$ cat config.mk
export PLATFORM = sky130hd
export DESIGN_NAME = fp_issue
export DESIGN_NICKNAME = d
export VERILOG_FILES = /design/src/rtl/fp_pkg.sv /design/src/rtl/fp_wb_skid.sv /design/src/rtl/fp_issue.sv
export SDC_FILE = /design/constraint.sdc
export NUM_CORES = 1
export LEC_CHECK = 0
export CELL_PAD_IN_SITES_DETAIL_PLACEMENT = 1
export CELL_PAD_IN_SITES_GLOBAL_PLACEMENT = 1
export CORE_UTILIZATION = 29
export CTS_CLUSTER_DIAMETER = 50
export DETAILED_ROUTE_END_ITERATION = 8
export PLACE_DENSITY = 0.81
export SLEW_MARGIN = 10
export SYNTH_ARGS = -nofsm -noshare
export SYNTH_HDL_FRONTEND = slang
export SYNTH_SLANG_ARGS = --single-unit
$ cat constraint.sdc
create_clock -name clk -period 3.9 [get_ports clk]
set_clock_uncertainty 0.2 [all_clocks]
set_input_delay 0.78 -clock clk [delete_from_list [all_inputs] [get_ports clk]]
set_output_delay 0.78 -clock clk [all_outputs]
set_load 0.005 [all_outputs]
$ cat src/rtl/fp_pkg.sv
// Opcode constants and register-class helpers shared by the FP issue stage and FP ALU.
package fp_pkg;

  localparam logic [3:0] OP_ADD = 4'b0000;
  localparam logic [3:0] OP_SUB = 4'b1111;
  localparam logic [3:0] OP_MUL = 4'b0010;
  localparam logic [3:0] OP_EQ  = 4'b1100;
  localparam logic [3:0] OP_LE  = 4'b1110;
  localparam logic [3:0] OP_LT  = 4'b1101;
  localparam logic [3:0] OP_I2F = 4'b0100;
  localparam logic [3:0] OP_F2I = 4'b0101;
  // Any code not listed above behaves as a move; this is the canonical one.
  localparam logic [3:0] OP_MOV = 4'b0001;

  function automatic logic fp_dest_is_int(input logic [3:0] op);
    return (op == OP_EQ) || (op == OP_LE) || (op == OP_LT) || (op == OP_F2I);
  endfunction

  function automatic logic fp_srcA_is_int(input logic [3:0] op);
    return (op == OP_I2F);
  endfunction

endpackage

$ cat src/rtl/fp_wb_skid.sv
// Writeback sequencer: E-stage result straight through, or parked in a one-entry skid.
// Zero added latency; a result stalled by wb_ready low moves to S and is held stable.
module fp_wb_skid #(
  parameter int DATA_W = 32,
  parameter int REG_W  = 5
) (
  input  logic              clk,
  input  logic              rst_n,
  input  logic              i_e_valid,
  input  logic [REG_W-1:0]  i_e_rd,
  input  logic              i_e_int,
  input  logic [DATA_W-1:0] i_alu_out,
  input  logic              i_wb_ready,
  output logic              o_wb_valid,
  output logic [REG_W-1:0]  o_wb_rd,
  output logic              o_wb_int,
  output logic [DATA_W-1:0] o_wb_data,
  output logic              o_s_valid,
  output logic [REG_W-1:0]  o_s_rd,
  output logic              o_s_int,
  output logic [DATA_W-1:0] o_s_data
);

  logic              r_s_valid;
  logic [REG_W-1:0]  r_s_rd;
  logic              r_s_int;
  logic [DATA_W-1:0] r_s_data;

  // The ALU output is only good for one cycle, so a stalled E result must be captured now.
  always_ff @(posedge clk or negedge rst_n) begin
    if (!rst_n) begin
      r_s_valid <= 1'b0;
      r_s_rd    <= '0;
      r_s_int   <= 1'b0;
      r_s_data  <= '0;
    end else if (i_e_valid && !i_wb_ready) begin
      r_s_valid <= 1'b1;
      r_s_rd    <= i_e_rd;
      r_s_int   <= i_e_int;
      r_s_data  <= i_alu_out;
    end else if (r_s_valid && i_wb_ready) begin
      r_s_valid <= 1'b0;
    end
  end

  always_comb begin
    o_wb_valid = r_s_valid | i_e_valid;
    o_wb_rd    = i_e_rd;
    o_wb_int   = i_e_int;
    o_wb_data  = i_alu_out;
    if (r_s_valid) begin
      o_wb_rd   = r_s_rd;
      o_wb_int  = r_s_int;
      o_wb_data = r_s_data;
    end
  end

  assign o_s_valid = r_s_valid;
  assign o_s_rd    = r_s_rd;
  assign o_s_int   = r_s_int;
  assign o_s_data  = r_s_data;

endmodule

$ cat src/rtl/fp_issue.sv
// FP issue stage: forwards in-flight results into ALU operands, tracks the one-cycle ALU op.
// Issue-to-writeback 1 cycle; in_ready drops while S is occupied or an E result is stalled.
module fp_issue
  import fp_pkg::*;
#(
  parameter int DATA_W = 32,
  parameter int REG_W  = 5
) (
  input  logic              clk,
  input  logic              rst_n,
  input  logic              in_valid,
  output logic              in_ready,
  input  logic [3:0]        in_op,
  input  logic [REG_W-1:0]  in_rs1,
  input  logic [REG_W-1:0]  in_rs2,
  input  logic [REG_W-1:0]  in_rd,
  input  logic [DATA_W-1:0] in_a,
  input  logic [DATA_W-1:0] in_b,
  output logic [DATA_W-1:0] alu_a,
  output logic [DATA_W-1:0] alu_b,
  output logic [3:0]        alu_op,
  input  logic [DATA_W-1:0] alu_out,
  output logic              wb_valid,
  input  logic              wb_ready,
  output logic [REG_W-1:0]  wb_rd,
  output logic              wb_int,
  output logic [DATA_W-1:0] wb_data
);

  logic              r_e_valid;
  logic [REG_W-1:0]  r_e_rd;
  logic              r_e_int;

  logic              w_s_valid;
  logic [REG_W-1:0]  w_s_rd;
  logic              w_s_int;
  logic [DATA_W-1:0] w_s_data;

  logic w_issue;
  logic w_a_int;
  logic w_a_hit_e, w_a_hit_s, w_b_hit_e, w_b_hit_s;

  // Integer x0 is hardwired zero, so a result aimed at it must never be forwarded.
  function automatic logic fwd_hit(input logic vld, input logic [REG_W-1:0] rd,
                                   input logic rd_int, input logic [REG_W-1:0] rs,
                                   input logic rs_int);
    return vld && (rd == rs) && (rd_int == rs_int) && !(rs_int && (rs == '0));
  endfunction

  assign in_ready = rst_n & ~w_s_valid & ~(r_e_valid & ~wb_ready);
  assign w_issue  = in_valid & in_ready;

  assign w_a_int   = fp_srcA_is_int(in_op);
  assign w_a_hit_e = fwd_hit(r_e_valid, r_e_rd, r_e_int, in_rs1, w_a_int);
  assign w_a_hit_s = fwd_hit(w_s_valid, w_s_rd, w_s_int, in_rs1, w_a_int);
  assign w_b_hit_e = fwd_hit(r_e_valid, r_e_rd, r_e_int, in_rs2, 1'b0);
  assign w_b_hit_s = fwd_hit(w_s_valid, w_s_rd, w_s_int, in_rs2, 1'b0);

  always_comb begin
    alu_a = in_a;
    if (w_a_hit_e)      alu_a = alu_out;
    else if (w_a_hit_s) alu_a = w_s_data;
    alu_b = in_b;
    if (w_b_hit_e)      alu_b = alu_out;
    else if (w_b_hit_s) alu_b = w_s_data;
  end

  assign alu_op = in_op;

  always_ff @(posedge clk or negedge rst_n) begin
    if (!rst_n) begin
      r_e_valid <= 1'b0;
      r_e_rd    <= '0;
      r_e_int   <= 1'b0;
    end else begin
      r_e_valid <= w_issue;
      if (w_issue) begin
        r_e_rd  <= in_rd;
        r_e_int <= fp_dest_is_int(in_op);
      end
    end
  end

  fp_wb_skid #(
    .DATA_W (DATA_W),
    .REG_W  (REG_W)
  ) u_wb_skid (
    .clk        (clk),
    .rst_n      (rst_n),
    .i_e_valid  (r_e_valid),
    .i_e_rd     (r_e_rd),
    .i_e_int    (r_e_int),
    .i_alu_out  (alu_out),
    .i_wb_ready (wb_ready),
    .o_wb_valid (wb_valid),
    .o_wb_rd    (wb_rd),
    .o_wb_int   (wb_int),
    .o_wb_data  (wb_data),
    .o_s_valid  (w_s_valid),
    .o_s_rd     (w_s_rd),
    .o_s_int    (w_s_int),
    .o_s_data   (w_s_data)
  );

endmodule

After elaboration in Yosys (flattened, before gate mapping). Index checks and enable logic that the tools add are counted. Widths: inputs -> output; s select.

Output and inout bits: 108. Register bits: 46. Logic and storage cells: 57. Input bits: 119.

Reductions and logical operators: 20. Eq/ne operators: 11. Multiplexer cells: 9. Bitwise operators: 10.

Operators by type and width (number): $mux 32 (5); $eq 5x5->1 (4); $logic_and 1x1->1 (13); $eq 4x4->1 const B (3); $eq 4x3->1 const B (2); $logic_not 5->1 (1); $mux 5 (1); $not 1->1 (5); $and 1x1->1 (4); $logic_or 1x1->1 (3); $mux 1 (3); $eq 1x1->1 (2); $logic_not 1->1 (2); $reduce_bool 2->1 (1); $or 1x1->1 (1).

Longest topological paths before layout. Gate-level depths: netlist (run 1).

Depth in word-level cells: 6. Mapped depth: 7. Depth with buffers taken out: 5.

Hierarchy. Synthesis (run 1) repeated with hierarchy kept, for this count alone.

Cell total of the unflattened synthesis: 362. Area, all modules: 4127.7 µm².

Modules (own cells, without submodules): fp_issue (seq. area each 175.2 µm², cells each 236, area an instance 2118.3 µm², instances 1); fp_wb_skid (seq. area each 975.9 µm², cells each 126, area an instance 2009.4 µm², instances 1).

Worst setup path after synthesis (run 1). Ideal clock, no wire load.

Kind: input -> output. From: in in_rs1[1]. To: out alu_a[10]. Setup slack: 0.398 ns. Cell stages on the path: 6. Data arrival time: 2.522 ns. Cells stage by stage: or4_4 -> o211a_1 -> o2111a_2 -> buf_6 -> mux2_4 -> mux2_2.

Word-level cells in the longest chain between the ends: 6.

RTL lines: start, declared (RTL line fp_issue.sv:14) `input logic [REG_W-1:0] in_rs1,`; $eq 5x5->1 or $logic_not 5->1 (tied branches) (RTL line fp_issue.sv:47) `return vld && (rd == rs) && (rd_int == rs_int) && !(rs_int && (rs == '0));`; $logic_and 1x1->1 (RTL line fp_issue.sv:47); $logic_and 1x1->1 or $logic_not 1->1 (tied branches) (RTL line fp_issue.sv:47); $logic_and 1x1->1 (RTL line fp_issue.sv:47); $mux 32 (RTL line fp_issue.sv:62) `else if (w_a_hit_s) alu_a = w_s_data;`; $mux 32 (*) (RTL line fp_issue.sv:61) `if (w_a_hit_e) alu_a = alu_out;`; end, declared (RTL line fp_issue.sv:19) `output logic [DATA_W-1:0] alu_a,`.

Mark *: on every way between the ends. The rest lies on a longest branch, timed or not.

Worst setup path in the final report (run 1).
From: in in_rs1[1]. To: out alu_a[8].

The elaborated chain is that of the path after synthesis.

==> results of run 1 <==
[state kept, by name, summed over array words and instances, names as in the netlist]
signal               flops
u_wb_skid.o_s_data      32
r_e_rd                   5
r_e_valid                1
u_wb_skid.o_s_rd         5
r_e_int                  1
u_wb_skid.o_s_int        1
u_wb_skid.o_s_valid      1
[per-layer routing]
metal	up-vias	part of all wire (%)
met5	-	0
met2	141	51
met1	1840	42
li1	1772	-
met3	12	5.8
met4	0	1.2
[repair_timing]
item	in CTS	in global routing
gates cloned	3	0
endpoints found under the setup margin	64	36
resized for setup	194	19
hold buffers	0	0
setup buffers	8	2
pin swaps	8	4
hold endpoints to repair	0	0
[cell families after synthesis]
| group | after synthesis | synth area share (%) |
|---|---|---|
| xor+xnor | 20 | 4.38 |
| compound gates | 37 | 5.01 |
| simple gates | 49 | 5.85 |
| buf+inv | 32 | 4.04 |
| mux | 178 | 51.9 |
| flops | 46 | 28.8 |
[layout by cell type (no fill, tap or decap), types with 3 or more instances in the layout]
| cell type | synthesis | final |
|---|---|---|
| clkdlybuf4s50_1 | 0 | 150 |
| mux2_2 | 115 | 108 |
| dfrtp_1 | 46 | 45 |
| mux2_4 | 30 | 37 |
| nor2_1 | 33 | 33 |
| mux2i_1 | 33 | 33 |
| dlygate4sd2_1 | 0 | 33 |
| a21oi_1 | 32 | 31 |
| buf_2 | 3 | 26 |
| buf_4 | 4 | 19 |
| xor2_1 | 16 | 16 |
| buf_6 | 3 | 12 |
| buf_12 | 0 | 6 |
| clkbuf_16 | 0 | 5 |
| clkbuf_2 | 0 | 5 |
| xnor2_1 | 4 | 4 |
| dlymetal6s2s_1 | 0 | 4 |
| nor4_1 | 4 | 3 |
| nand2_1 | 3 | 3 |
[per-stage QoR]
stage	total power, mW	worst slack, ns	setup TNS (ns)	instance area, sq um
floorplan	1.05	0.398	0	4000
global placement	1.47	-0.553	-23.58	6530
detailed placement	1.50	-0.604	-24.77	6530
CTS	1.92	-0.202	-2.37	6740
global route	1.99	-0.119	-1.04	6650
finish	1.89	-0.0851	-0.328	6650
[power groups by stage]
stage / sequential, mW / combinational, mW / clock (mW)
2_1_floorplan: 0.692 / 0.356 / 0
3_5_place_dp: 0.740 / 0.762 / 0
3_3_place_gp: 0.727 / 0.740 / 0
5_1_grt: 0.754 / 0.794 / 0.446
4_1_cts: 0.731 / 0.752 / 0.433
6_report: 0.733 / 0.739 / 0.418
[worst max-delay path, cell delays in order]
cell and delay (ns):
buf_6 0.09, or4_4 0.53, o211a_1 0.22, o2111a_2 0.30, buf_12 0.14, buf_12 0.14
buf_6 0.11, mux2_4 0.28, mux2_4 0.28, buf_6 0.12
[layout make-up]
class                   instances  area [sq um]  share of cell area [%]
repair buffers                255          2390                    36.0
flip-flops and latches         46          1150                    17.3
well taps                     176           220                    3.31
multi-input cells             284          2740                    41.2
clock buffers                   7           133                    2.00
inverters                       2          7.51                   0.113
[worst max-delay path by stage]
stage	start	to
final	in_rs1[1]	alu_a[8]
after global routing	in_rs1[1]	alu_a[8]
after CTS	in_rs1[3]	alu_a[8]
after detailed placement	in_rs1[1]	alu_a[8]
after global placement	in_rs1[1]	alu_a[29]
after floorplan	in_rs1[1]	alu_a[10]
==> Flow_metrics.wiki, run 1 <==
{| class="wikitable"
! Metric !! Value
|-
| Share of synthesized registers carrying an async set or reset || between 90% and 100%
|-
| Leading cell type by number of instances after synthesis || mux2_2
|-
| Reg-to-reg endpoint || r_e_rd[4]$_DFFE_PN0P_
|-
| Combinational power share || 39.1%
|-
| Diode count || 0
|-
| HPWL reported at the end of detailed placement || ~11 mm
|-
| Worst Hold Path EP || u_wb_skid.o_s_data[24]$_DFFE_PN0P_
|-
| Areal power density over the cells || 284 nW/um^2
|-
| Share of total power in sequential cells || slightly below 40%
|-
| Number of distinct standard cells referenced by the synthesized netlist || 28
|-
| Setup repair after global routing missed its margin || yes
|-
| Fraction of power consumed by the clock network || 22.1%
|-
| Vert. Die Dim || 119 microns
|-
| Net count of the mapped netlist || 481
|-
| Number of CTS-inserted buffers || 5
|-
| Seq cells post-synth || 46
|-
| Ys flop type || dfrtp_1
|-
| Final instance count without filler cells || 770
|-
| I/O Pins || 227
|-
| Number of enable flip-flop cells after synthesis || 0
|-
| Slew at the pin closest to its max-slew limit || 0.647 ns
|-
| Synthesized instance count || around 360
|-
| Vias || 3,765
|-
| Reported net switching power || between 0.5 and 0.6 mW
|-
| R2R depth || 4
|-
| Max Clock Freq || between 200 and 300 MHz
|-
| Worst IR drop on VDD || 156 uV
|-
| Nature of the critical path startpoint || input port
|-
| Register-to-register setup slack || approximately 2 ns
|-
| Worst slew slack as a fraction of its limit || 56.9%
|-
| Fin crit share || 102%
|-
| Count of synthesis-stage warnings from yosys || 0
|-
| Grt ovf || 0
|-
| Area growth syn-to-layout || 66.3%
|-
| Busiest metal layer after global routing || met2
|-
| Mean routed wirelength per cell || 19.4 microns
|-
| Final core area utilization || 49.8%
|-
| Area leader, netlist || mux2_2
|-
| CTS tree || done
|-
| Startpoint of the most critical hold path || u_wb_skid.o_s_data[24]$_DFFE_PN0P_
|-
| Area of the mapped netlist || 4000 sq um
|-
| Design internal power || 1.32 mW
|-
| Switching portion of total power || 30.1%
|-
| Starting utilization of the core area || 29.9%
|-
| CP Class || input port to output port
|-
| Port bufs || 226
|-
| Fillers || 1,484
|-
| CTS Buffer Depth || 2
|-
| Wire length reported by the detailed router || between 10 and 15 mm
|-
| Biggest area contributors in the synthesized netlist || mux2_2 32%, dfrtp_1 29%, mux2_4 11%
|-
| Placeable core region || 13,300 sq um
|-
| Gp weighted congestion || 0.817
|-
| Slew Viols, Final || 0
|-
| First-pass DRT Iterations || 4
|-
| Worst Hold Class || register to register
|-
| Final setup fails || 12
|-
| Required time of the critical path || slightly below 3 ns
|-
| Maximum level of the CTS H-tree || 2
|-
| Run status || complete, but fails checks
|-
| Vias in the first global route || between 4,000 and 5,000
|-
| Total leakage power || 3.05 nW
|-
| Number of nets at the end of the flow || 713
|-
| Global routing met3 resource utilization || 4.74%
|-
| Antenna violation net count after detailed routing || 0
|-
| Antenna violations before repair || 0
|-
| Critical path data arrival time || 3.01 ns
|-
| Met2 track demand over resource || between 30% and 40%
|-
| Global-route wire length before repair || 23.2 mm
|-
| Combined global-route utilization of all metal layers || 20.9%
|-
| Final critical delay including setup and external delays || roughly 4 ns
|-
| Fraction of layout instances using a drive strength above 1 || 38.2%
|-
| Final worst setup slack || -0.0851 ns
|-
| Violated checks || setup timing
|-
| Max-cap violations || 0
|-
| Number of design rule violations left after detail routing || 0
|-
| Area share of the leading cell type in the synthesized netlist || 32.4%
|-
| Cell count after placement || around 760
|-
| Num rows || 42
|-
| Post-CTS clock slew at the launch and capture registers of the worst setup and hold paths || 0.06 ns
|-
| Syn Area/Cell || roughly 11 sq um
|-
| Most frequent cells after synthesis || 115 x mux2_2, 46 x dfrtp_1, 33 x mux2i_1, 33 x nor2_1, 32 x a21oi_1
|-
| Cell chosen for the clock root || clkbuf_16
|-
| Reg-to-reg critical path startpoint || u_wb_skid.o_s_valid$_DFFE_PN0P_
|-
| Type of element capturing the critical path || output port
|-
| Clk sink count || between 40 and 50
|-
| Iteration-0 DRC count of the detailed router || a little under 90
|-
| Die Width || between 100 and 150 microns
|-
| Final hold violation count || 0
|-
| Highest net fanout along the worst path || 8
|-
| Clock Latency Late Sink || 0.28 ns
|-
| Cells on Worst Hold Path || 1
|-
| Sequential fraction of the synthesis area || ~29%
|-
| Maximum number of pins on one net before global-route repair || 47
|-
| Area of the die || 14,300 sq um
|-
| Ratio of routed vias to standard cells || 4.89
|-
| GRT met1 Usage || 24.4%
|-
| Worst hold margin || around 0.36 ns
|}
No activity file was read; power rests on OpenSTA's default activity.
==> run 2, diff against run 1 <==
--- a/config.mk
+++ b/config.mk
@@ -5,13 +5,16 @@
 export SDC_FILE = /design/constraint.sdc
 export NUM_CORES = 1
 export LEC_CHECK = 0
+export ABC_CLOCK_PERIOD_IN_PS = 3900
 export CELL_PAD_IN_SITES_DETAIL_PLACEMENT = 1
 export CELL_PAD_IN_SITES_GLOBAL_PLACEMENT = 1
 export CORE_UTILIZATION = 29
 export CTS_CLUSTER_DIAMETER = 50
 export DETAILED_ROUTE_END_ITERATION = 8
-export PLACE_DENSITY = 0.81
+export MAX_ROUTING_LAYER = met4
+export PLACE_DENSITY = 0.79
 export SLEW_MARGIN = 10
 export SYNTH_ARGS = -nofsm -noshare
 export SYNTH_HDL_FRONTEND = slang
+export SYNTH_HIERARCHICAL = 1
 export SYNTH_SLANG_ARGS = --single-unit
==> run 2 against run 1 <==
Hold slack got worse by 0.0016 ns. Wire length increased by 6.5%. Synthesized cell count unchanged. Utilization increased by 1.4 points. Worst setup slack improved by 0.034 ns. Non-clock buffer count increased by 6. The run still ends with setup timing left. Die area increased by 3.2%. Count of clock-buffer cells in the layout decreased by 2. Sequential share of layout area decreased by 1.1 points. Largest cell class unchanged. Maximum frequency increased by 0.85%. Sequential power increased by 1%. Register-to-register slack got worse by 0.04 ns.
==> Flow_metrics.wiki, run 2 <==
{| class="wikitable"
! Metric !! Value
|-
| Run status || complete, but fails checks
|-
| Violated checks || setup timing
|-
| Syn Area/Cell || 11.4 sq um (+3.3%)
|-
| Port bufs || 226 (unchanged)
|-
| Type of element capturing the critical path || output port
|-
| Number of CTS-inserted buffers || 5 (unchanged)
|-
| Required time of the critical path || 2.92 ns (about the same)
|-
| Number of enable flip-flop cells after synthesis || 0 (unchanged)
|-
| Final instance count without filler cells || 783 (+1.7%)
|-
| Post-route setup TNS || -0.369 ns (-0.0407 ns)
|-
| Worst Hold Class || register to register
|-
| Flip-flop count of the largest register after layout || 32 (unchanged)
|-
| Area share of the leading cell type in the synthesized netlist || 27.9% (-4.5 points)
|-
| Category of cells accounting for the largest share of critical-path delay || multiplexers
|-
| Count of synthesis-stage warnings from yosys || 6 (+6)
|-
| Nature of the critical path startpoint || input port
|-
| Antenna violation net count after detailed routing || 0 (unchanged)
|-
| Number of nets at the end of the flow || 720 (+0.98%)
|-
| First-pass DRT Iterations || 4 (unchanged)
|-
| Areal power density over the cells || 279 nW/um^2 (-1.8%)
|-
| Placeable core region || 13,900 sq um (+4.0%)
|-
| Number of design rule violations left after detail routing || 0 (unchanged)
|-
| Gp weighted congestion || 0.822 (+0.69%)
|-
| Vias || 3,864 (+2.6%)
|-
| Synthesized instance count || 362 (unchanged)
|-
| Number of distinct standard cells referenced by the synthesized netlist || 30 (+7.1%)
|-
| Crit-path cells || buf_6, or4_4, o211a_1, o2111a_2, buf_12, buf_12, mux2_4, mux2_2, buf_6
|-
| Die Width || 121 microns (+1.6%)
|-
| Post-CTS Hold Buffers || 0 (unchanged)
|-
| Worst IR drop on VDD || 158 uV (+1.2%)
|-
| CP Class || input port to output port
|-
| Num rows || 43 (+2.4%)
|-
| Max-cap violations || 0 (unchanged)
|-
| Post-CTS clock slew at the launch and capture registers of the worst setup and hold paths || 0.07 ns (about the same)
|-
| Global-route wire length before repair || 23.3 mm (+0.42%)
|-
| Sequential fraction of the synthesis area || 27.9% (-0.91 points)
|-
| Setup repair after global routing missed its margin || yes
|-
| Biggest area contributors in the synthesized netlist || dfrtp_1 28%, mux2_2 26%, mux2_4 18%
|-
| Cell chosen for the clock root || clkbuf_16
|-
| Area of the die || 14,700 sq um (+3.2%)
|-
| Highest net fanout along the worst path || 7 (-1)
|-
| Final setup fails || 22 (+10)
|-
| I/O Pins || 227 (unchanged)
|-
| Clk sink count || 46 (unchanged)
|-
| Fraction of layout instances using a drive strength above 1 || 39.7% (+1.5 points)
|-
| Most frequent cells after synthesis || 95 x mux2_2, 50 x mux2_4, 46 x dfrtp_1
|-
| Combined global-route utilization of all metal layers || 21.2% (+0.37 points)
|-
| Largest stage delay, worst path || 0.54 ns (about the same)
|-
| Area leader, netlist || dfrtp_1
|-
| Total leakage power || 3.47 nW (+14%)
|-
| Area of the mapped netlist || 4130 sq um (+3.3%)
|-
| Final worst setup slack || -0.0515 ns (+0.0336 ns)
|-
| Net count of the mapped netlist || 481 (unchanged)
|-
| Vias in the first global route || 4,292 (+2.0%)
|-
| Cell count after placement || 764 (+1.2%)
|-
| HPWL reported at the end of detailed placement || 11.1 mm (+3.7%)
|-
| Antenna violations before repair || 1 (+1)
|-
| Crit-path slowest cell || or4_4
|-
| Vert. Die Dim || 121 microns (+1.6%)
|-
| Final core area utilization || 51.2% (+1.4 points)
|-
| Fin crit share || 101% (-0.86 points)
|-
| Register-to-register setup slack || 1.96 ns (-0.04 ns)
|-
| Buf+Inv Stages, Crit Path || 4 (-1)
|-
| Critical path data arrival time || 2.97 ns (-0.04 ns)
|-
| Slew Viols, Final || 0 (unchanged)
|-
| Most common library cell in the layout ignoring fill and taps || clkdlybuf4s50_1
|-
| Share of synthesized registers carrying an async set or reset || 100% (unchanged)
|-
| Fillers || 1,501 (+1.1%)
|-
| Leading cell type by number of instances after synthesis || mux2_2
|-
| Iteration-0 DRC count of the detailed router || 98 (+11%)
|-
| Worst slew slack as a fraction of its limit || 52.6% (-4.3 points)
|-
| Mean routed wirelength per cell || 20.3 microns (+4.7%)
|-
| Ratio of routed vias to standard cells || 4.93 (+0.93%)
|-
| Grt ovf || 0 (unchanged)
|-
| CTS Buffer Depth || 2 (unchanged)
|-
| CTS tree || done
|-
| Ys flop type || dfrtp_1
|-
| Slew at the pin closest to its max-slew limit || 0.711 ns (+0.0641 ns)
|-
| Final critical delay including setup and external delays || 3.95 ns (-0.0336 ns)
|-
| Area growth syn-to-layout || 72.1%
|-
| Starting utilization of the core area || 29.7% (-0.21 points)
|-
| Clock Latency Late Sink || 0.29 ns (about the same)
|-
| Maximum number of pins on one net before global-route repair || 47 (unchanged)
|-
| Maximum level of the CTS H-tree || 2 (unchanged)
|-
| Max Clock Freq || 253 MHz (+0.85%)
|-
| Wire length reported by the detailed router || 15.9 mm (+6.5%)
|-
| Seq cells post-synth || 46 (unchanged)
|-
| Final hold violation count || 0 (unchanged)
|-
| Top library cells by usage in the layout, fill and taps aside || 152 x clkdlybuf4s50_1, 85 x mux2_2, 60 x mux2_4, 45 x dfrtp_1
|}
==> run 2: layer usage <==
metal	up-vias	routed length (microns)	track usage, %
li1	1790	-	-
met5	-	0	-
met2	141	8280	38.6
met4	0	371	7.25
met3	23	795	4.23
met1	1910	6440	22.8
==> run 2: power breakdown <==
group | switching (mW) | internal [mW]
Combinational | 0.261 | 0.547
Clock | 0.194 | 0.238
Sequential | 0.149 | 0.594
Total | 0.604 | 1.38
==> run 2: path summary, 6_finish.rpt <==
path,startpoint,end,depth (start not counted)
max in group asynchronous,rst_n,u_wb_skid/o_s_valid$_DFFE_PN0P_,2
min reg2reg,u_wb_skid/o_s_data[0]$_DFFE_PN0P_,u_wb_skid/o_s_data[0]$_DFFE_PN0P_,1
max reg2reg,u_wb_skid/o_s_valid$_DFFE_PN0P_,r_e_rd[3]$_DFFE_PN0P_,4
min in group asynchronous,rst_n,u_wb_skid/o_s_data[3]$_DFFE_PN0P_,2
max,in_rs1[4],alu_a[20],9
min,u_wb_skid/o_s_data[0]$_DFFE_PN0P_,u_wb_skid/o_s_data[0]$_DFFE_PN0P_,1
==> run 2: timing repair <==
action	CTS	global route
buffers inserted	3	3
endpoints found under the setup margin	64	64
gates resized for setup	171	66
pin swaps	6	9
cloned	4	1
==> run 2: area by class of cell <==
type | instances | area [sq um] | share of cell area, %
multi-input cells | 285 | 2850 | 40.2
repair buffers | 261 | 2720 | 38.2
flip-flops and latches | 46 | 1150 | 16.2
well taps | 180 | 225 | 3.17
clock buffers | 5 | 125 | 1.76
clock inverters | 3 | 21.3 | 0.299
inverters | 2 | 7.51 | 0.106
diodes | 1 | 2.50 | 0.0352
==> run 2: logic make-up (layout without fill, tap and decap cells) <==
| kind of cell | Yosys count | in the layout | share of synthesized area (%) |
|---|---|---|---|
| simple gates | 50 | 50 | 5.97 |
| flops | 46 | 46 | 27.9 |
| mux | 178 | 178 | 52.1 |
| other cells | 0 | 1 | 0 |
| compound gates | 37 | 37 | 4.85 |
| xor+xnor | 20 | 20 | 4.24 |
| buf+inv | 31 | 271 | 4.94 |
==> run 2: metrics by stage <==
stage | hold WS, ns | total power, mW | instance area [sq um] | worst slack (ns)
3_3_place_gp | 0.328 | 1.51 | 6650 | -0.577
3_5_place_dp | 0.346 | 1.54 | 6650 | -0.622
5_1_grt | 0.392 | 2.10 | 7100 | -0.0891
2_1_floorplan | 0.284 | 1.09 | 4130 | 0.398
6_report | 0.363 | 1.98 | 7100 | -0.0515
4_1_cts | 0.361 | 2.00 | 6870 | -0.184
